===== config.mk =====
export PLATFORM = sky130hd
export DESIGN_NAME = mux_rr_fifo_nx1_flat
export DESIGN_NICKNAME = d
export VERILOG_FILES = /design/src/rtl/mux_rr_fifo_nx1_pkg.sv /design/src/rtl/mux_rr_fifo_nx1_if.sv /design/src/rtl/mux_rr_fifo_nx1_fifo_sync_n.sv /design/src/rtl/mux_rr_fifo_nx1.sv /design/src/flat_wrapper.sv
export SDC_FILE = /design/constraint.sdc
export NUM_CORES = 1
export LEC_CHECK = 0
export ABC_CLOCK_PERIOD_IN_PS = 15000
export CAP_MARGIN = 5
export CORE_ASPECT_RATIO = 2
export CORE_MARGIN = 1
export CORE_UTILIZATION = 30
export CTS_CLUSTER_SIZE = 24
export DETAILED_ROUTE_END_ITERATION = 7
export PLACE_DENSITY = 0.44
export REMOVE_ABC_BUFFERS = 1
export SLEW_MARGIN = 0
export SYNTH_ARGS = -nofsm -noshare
export SYNTH_HDL_FRONTEND = slang
export SYNTH_HIERARCHICAL = 1
export SYNTH_SLANG_ARGS = --single-unit

===== constraint.sdc =====
create_clock -name clk -period 15 [get_ports clk]
set_input_delay 3.75 -clock clk [delete_from_list [all_inputs] [get_ports clk]]
set_output_delay 3.75 -clock clk [all_outputs]
set_load 0.1 [all_outputs]

===== src/rtl/mux_rr_fifo_nx1_pkg.sv =====
// Shared constants and helpers for the round-robin N-to-1 FIFO mux.
package mux_rr_fifo_nx1_pkg;

    localparam int DEF_NUM_CH     = 4;
    localparam int DEF_DATA_W     = 8;
    localparam int DEF_FIFO_DEPTH = 4;
    localparam int DEF_AF_TH      = 3;

    // Ceiling log2. The result is never below 1, so a derived index field
    // always has at least one bit.
    function automatic int clog2(input int value);
        int result;
        result = 1;
        for (int i = 1; i < 31; i++) begin
            if ((1 << i) < value) begin
                result = i + 1;
            end
        end
        return result;
    endfunction

endpackage


===== src/rtl/mux_rr_fifo_nx1_if.sv =====
// Upstream write lanes and downstream output port of the N-to-1 FIFO mux.
interface mux_rr_fifo_nx1_if
    import mux_rr_fifo_nx1_pkg::*;
#(
    parameter int NUM_CH = DEF_NUM_CH,
    parameter int DATA_W = DEF_DATA_W,
    localparam int CH_W  = clog2(NUM_CH)
);
    logic [NUM_CH-1:0]        in_valid;
    logic [NUM_CH*DATA_W-1:0] in_data;
    logic [NUM_CH-1:0]        in_full;
    logic [NUM_CH-1:0]        err_overflow;
    logic                     out_pause;
    logic                     out_valid;
    logic [DATA_W-1:0]        out_data;
    logic [CH_W-1:0]          out_ch;

    // Byte sources and the downstream stage
    modport master (
        output in_valid, in_data, out_pause,
        input  in_full, err_overflow, out_valid, out_data, out_ch
    );

    // The mux itself
    modport slave (
        input  in_valid, in_data, out_pause,
        output in_full, err_overflow, out_valid, out_data, out_ch
    );
endinterface


===== src/rtl/mux_rr_fifo_nx1_fifo_sync_n.sv =====
// Single-clock FIFO with a combinational head and a sticky overflow flag.
// A push into a full FIFO succeeds when the same cycle pops it.
module fifo_sync_n
    import mux_rr_fifo_nx1_pkg::*;
#(
    parameter int DATA_W     = DEF_DATA_W,
    parameter int FIFO_DEPTH = DEF_FIFO_DEPTH,
    localparam int PTR_W     = clog2(FIFO_DEPTH),
    localparam int CNT_W     = PTR_W + 1
) (
    input  logic              clk,
    input  logic              reset_L,
    input  logic              push,
    input  logic              pop,
    input  logic [DATA_W-1:0] din,
    output logic [DATA_W-1:0] dout,
    output logic [CNT_W-1:0]  count,
    output logic              full,
    output logic              empty,
    output logic              overflow
);
    logic [DATA_W-1:0] mem [FIFO_DEPTH];
    logic [PTR_W-1:0]  wr_ptr;
    logic [PTR_W-1:0]  rd_ptr;
    logic              do_push;
    logic              do_pop;

    assign empty   = (count == '0);
    assign full    = (count == CNT_W'(FIFO_DEPTH));
    assign do_pop  = pop && !empty;
    assign do_push = push && (!full || do_pop);
    assign dout    = mem[rd_ptr];

    // Pointers, occupancy and the sticky overflow flag
    // NOTE: non-blocking assignments so every register here samples pre-edge values.
    always_ff @(posedge clk or negedge reset_L) begin
        if (!reset_L) begin
            wr_ptr   <= '0;
            rd_ptr   <= '0;
            count    <= '0;
            overflow <= 1'b0;
        end else begin
            if (do_push) begin
                wr_ptr <= wr_ptr + 1'b1;
            end
            if (do_pop) begin
                rd_ptr <= rd_ptr + 1'b1;
            end
            case ({do_push, do_pop})
                2'b10:   count <= count + 1'b1;
                2'b01:   count <= count - 1'b1;
                default: ;
            endcase
            if (push && !do_push) begin
                overflow <= 1'b1;
            end
        end
    end

    // Storage array
    // NOTE: no reset here; pointers and count decide which words are live, so stale contents are never visible.
    always_ff @(posedge clk) begin
        if (do_push) begin
            mem[wr_ptr] <= din;
        end
    end

endmodule


===== src/rtl/mux_rr_fifo_nx1.sv =====
// N-to-1 mux: per-channel FIFOs, a round-robin arbiter and a registered
// output stage with downstream pause.
module mux_rr_fifo_nx1
    import mux_rr_fifo_nx1_pkg::*;
#(
    parameter int NUM_CH     = DEF_NUM_CH,
    parameter int DATA_W     = DEF_DATA_W,
    parameter int FIFO_DEPTH = DEF_FIFO_DEPTH,
    parameter int AF_TH      = DEF_AF_TH,
    localparam int CH_W      = clog2(NUM_CH),
    localparam int CNT_W     = clog2(FIFO_DEPTH) + 1
) (
    input  logic              clk,
    input  logic              reset_L,
    mux_rr_fifo_nx1_if.slave  bus
);
    logic [NUM_CH-1:0] fifo_pop;
    logic [NUM_CH-1:0] fifo_empty;
    logic [NUM_CH-1:0] fifo_full;
    logic [NUM_CH-1:0] fifo_ovf;
    logic [DATA_W-1:0] fifo_head  [NUM_CH];
    logic [CNT_W-1:0]  fifo_count [NUM_CH];

    logic [CH_W-1:0]   last_grant;
    logic              grant_valid;
    logic [CH_W-1:0]   grant_idx;
    logic [DATA_W-1:0] grant_data;

    for (genvar i = 0; i < NUM_CH; i++) begin : g_ch
        fifo_sync_n #(
            .DATA_W     (DATA_W),
            .FIFO_DEPTH (FIFO_DEPTH)
        ) u_fifo (
            .clk      (clk),
            .reset_L  (reset_L),
            .push     (bus.in_valid[i]),
            .pop      (fifo_pop[i]),
            .din      (bus.in_data[i*DATA_W +: DATA_W]),
            .dout     (fifo_head[i]),
            .count    (fifo_count[i]),
            .full     (fifo_full[i]),
            .empty    (fifo_empty[i]),
            .overflow (fifo_ovf[i])
        );

        // Advisory only: upstream may still write, the FIFO decides on overflow.
        assign bus.in_full[i] = (fifo_count[i] >= CNT_W'(AF_TH));

        a_full_not_empty: assert property (
            @(posedge clk) disable iff (!reset_L) !(fifo_full[i] && fifo_empty[i])
        );
    end

    assign bus.err_overflow = fifo_ovf;

    // Round-robin scan starting just after the last granted channel
    // NOTE: every output gets a default first so no path through the block infers a latch.
    always_comb begin
        int idx;
        idx         = 0;
        grant_valid = 1'b0;
        grant_idx   = '0;
        grant_data  = '0;
        fifo_pop    = '0;
        if (!bus.out_pause) begin
            for (int off = 1; off <= NUM_CH; off++) begin
                idx = int'(last_grant) + off;
                if (idx >= NUM_CH) begin
                    idx = idx - NUM_CH;
                end
                if (!grant_valid && !fifo_empty[idx]) begin
                    grant_valid   = 1'b1;
                    grant_idx     = CH_W'(idx);
                    grant_data    = fifo_head[idx];
                    fifo_pop[idx] = 1'b1;
                end
            end
        end
    end

    // Remember the most recent winner; channel 0 leads after reset
    always_ff @(posedge clk or negedge reset_L) begin
        if (!reset_L) begin
            last_grant <= CH_W'(NUM_CH - 1);
        end else if (grant_valid) begin
            last_grant <= grant_idx;
        end
    end

    // Output register: data and channel hold when nothing is granted
    always_ff @(posedge clk or negedge reset_L) begin
        if (!reset_L) begin
            bus.out_valid <= 1'b0;
            bus.out_data  <= '0;
            bus.out_ch    <= '0;
        end else begin
            bus.out_valid <= grant_valid;
            if (grant_valid) begin
                bus.out_data <= grant_data;
                bus.out_ch   <= grant_idx;
            end
        end
    end

endmodule


===== src/flat_wrapper.sv =====
// flat-port wrapper written by rule: the top's interface ports become plain ports
module mux_rr_fifo_nx1_flat import mux_rr_fifo_nx1_pkg::*;
#(
    parameter int NUM_CH     = DEF_NUM_CH,
    parameter int DATA_W     = DEF_DATA_W,
    parameter int FIFO_DEPTH = DEF_FIFO_DEPTH,
    parameter int AF_TH      = DEF_AF_TH,
    localparam int CH_W      = clog2(NUM_CH),
    localparam int CNT_W     = clog2(FIFO_DEPTH) + 1
)
  (clk, reset_L, bus_in_valid, bus_in_data, bus_out_pause, bus_in_full, bus_err_overflow, bus_out_valid, bus_out_data, bus_out_ch);
  mux_rr_fifo_nx1_if #(.NUM_CH(NUM_CH), .DATA_W(DATA_W)) bus_i ();
  input  logic clk;
  input  logic reset_L;
  input wire logic [$bits(bus_i.in_valid)-1:0] bus_in_valid;
  input wire logic [$bits(bus_i.in_data)-1:0] bus_in_data;
  input wire logic [$bits(bus_i.out_pause)-1:0] bus_out_pause;
  output wire logic [$bits(bus_i.in_full)-1:0] bus_in_full;
  output wire logic [$bits(bus_i.err_overflow)-1:0] bus_err_overflow;
  output wire logic [$bits(bus_i.out_valid)-1:0] bus_out_valid;
  output wire logic [$bits(bus_i.out_data)-1:0] bus_out_data;
  output wire logic [$bits(bus_i.out_ch)-1:0] bus_out_ch;
  assign bus_i.in_valid = bus_in_valid;
  assign bus_i.in_data = bus_in_data;
  assign bus_i.out_pause = bus_out_pause;
  assign bus_in_full = bus_i.in_full;
  assign bus_err_overflow = bus_i.err_overflow;
  assign bus_out_valid = bus_i.out_valid;
  assign bus_out_data = bus_i.out_data;
  assign bus_out_ch = bus_i.out_ch;
  mux_rr_fifo_nx1 #(.NUM_CH(NUM_CH), .DATA_W(DATA_W), .FIFO_DEPTH(FIFO_DEPTH), .AF_TH(AF_TH)) u_core (.clk(clk), .reset_L(reset_L), .bus(bus_i));
endmodule

==> qor.yml <==
status: "complete, no violations"
row_count: 87
cts_setup_buffers: 0
leakage_uw: 0.00360
vias: 4588
antenna_found_initial: 0
grt_pass1_wl_um: 29600
ys_warn_count: 6
post_route_cells_drive_above_1_share_pct: 20.1
htree_num_levels: 4
die_area_um2: 29200
cts_repair_resize_count: 0
fin_setup_tns_ps: 0
cts_inserted_buffers: 17
max_freq_mhz: 166
holdBufCountCts: 0
grt_usage_pct: 14.1
whs_ps: 462
cts.path.max_buffers: 2
drt_iter0_drc: 218
period_share_pct: 40.2
diodes: 0
final_cell_mix: "edfxtp_1, mux4_2, clkdlybuf4s50_1"
core_um2: 28100
crit_fanout: 6
totalWireLength_um: 18900
fp.dieW_um: 121
drc: 0
clk_pin_slew_ps: 70
drtPass1Iterations: 4
hold_viol: 0
required_ps: 11250
report.final.setup_viol: 0
critPathKind: "reg -> out"
cts.sinks: 173
areaGrowthSynthToFinish_pct: 16.9
dp_hpwl_um: 14100
syn_area_per_cell_um2: 16.4
viasPerCell: 4.87
netlist_area_um2: 8550
skew_ps: 9.36
max_cap_violations: 0
startpoint_type: "flip-flop"
hold_path.class: "reg -> reg"
slew_headroom_pct: 27.7
cp.arrival_ps: 2280
rsz0062_at_grt: "no"
post-route-util_pct: 35.6
max-vdd-ir-drop_v: 0.000113
root_buffer: "clkbuf_16"
maxSlewViolCount: 0
die_h_um: 241
numPortBuffers: 57
clkLatencyLatePin_ps: 440
io-pin-count: 58
final_common_cell: "edfxtp_1"
cp-end-kind: "primary output"
overflow: 0
ant_nets: 0
power_density_nw_per_um2: 240
wl_per_cell_um: 20.0
worst_pin_slew_ps: 1080
initial_core_util_pct: 30.4
grt_pass1_vias: 5052
cts_tree: "done"
syn-instance-count: 521
gp_congestion: 0.694
finalCriticalPeriod_ps: 6030
grt_max_degree: 47
layout.nets: 645
-- report_power, final --
part | internal, µW | switching [µW]
logic | 509 | 660
registers | 661 | 136
clock network | 236 | 201
total | 1410 | 996
-- through the flow --
stage / total power [µW] / instance area (µm²) / setup WS, ps / std cells
after floorplan: 1670 / 8380 / 9700 / 495
after CTS: 2440 / 9990 / 8920 / 943
final: 2400 / 9990 / 8970 / 943
after global routing: 2560 / 9990 / 8760 / 943
after global placement: 1970 / 9410 / 8610 / 911
after detailed placement: 1990 / 9410 / 8570 / 911
-- critical path, cell delays in order (launching register included) --
cell and delay [ps]:
dfrtp_1 500, a21o_1 200, clkdlybuf4s50_1 1140
-- final timing paths --
path                                                 from                             end  slack [ps]  depth (start not counted)
min                        u_core/g_ch[1].u_fifo/overflow  u_core/g_ch[1].u_fifo/overflow         460                          1
max in group asynchronous                         reset_L          u_core/bus.out_data[6]       11140                          2
min in group asynchronous                         reset_L  u_core/g_ch[1].u_fifo/count[2]        3420                          2
max reg2reg                          u_core/last_grant[0]  u_core/g_ch[3].u_fifo/count[2]        9480                         15
max                        u_core/g_ch[0].u_fifo/count[0]                  bus_in_full[0]        8970                          2
min reg2reg                u_core/g_ch[1].u_fifo/overflow  u_core/g_ch[1].u_fifo/overflow         460                          1
-- flip-flops by register name, summed over array words and instances, names as in the netlist --
name                         count
u_core/g_ch.u_fifo/rd_ptr        8
u_core/g_ch.u_fifo/count        12
u_core/g_ch.u_fifo/wr_ptr        8
u_core/g_ch.u_fifo/overflow      4
u_core/g_ch.u_fifo/mem         128
u_core/bus.out_valid             1
u_core/bus.out_ch                2
u_core/bus.out_data              8
u_core/last_grant                2
-- metal layers --
| metal | GRT usage (%) | wire (µm) |
|---|---|---|
| met5 | 0 | 0 |
| met4 | 6.14 | 389 |
| met3 | 2.79 | 540 |
| met2 | 27.3 | 11200 |
| met1 | 14.2 | 6810 |
-- layout make-up --
| type | instances | area (µm²) |
|---|---|---|
| Fill cell | 2681 | 18100 |
| Sequential cell | 173 | 4970 |
| Multi-Input combinational cell | 287 | 3280 |
| Timing Repair Buffer | 60 | 588 |
| Tap cell | 356 | 445 |
| Clock buffer | 18 | 429 |
| Clock inverter | 14 | 149 |
| Inverter | 35 | 131 |
Power figures use the tool's default switching activity.
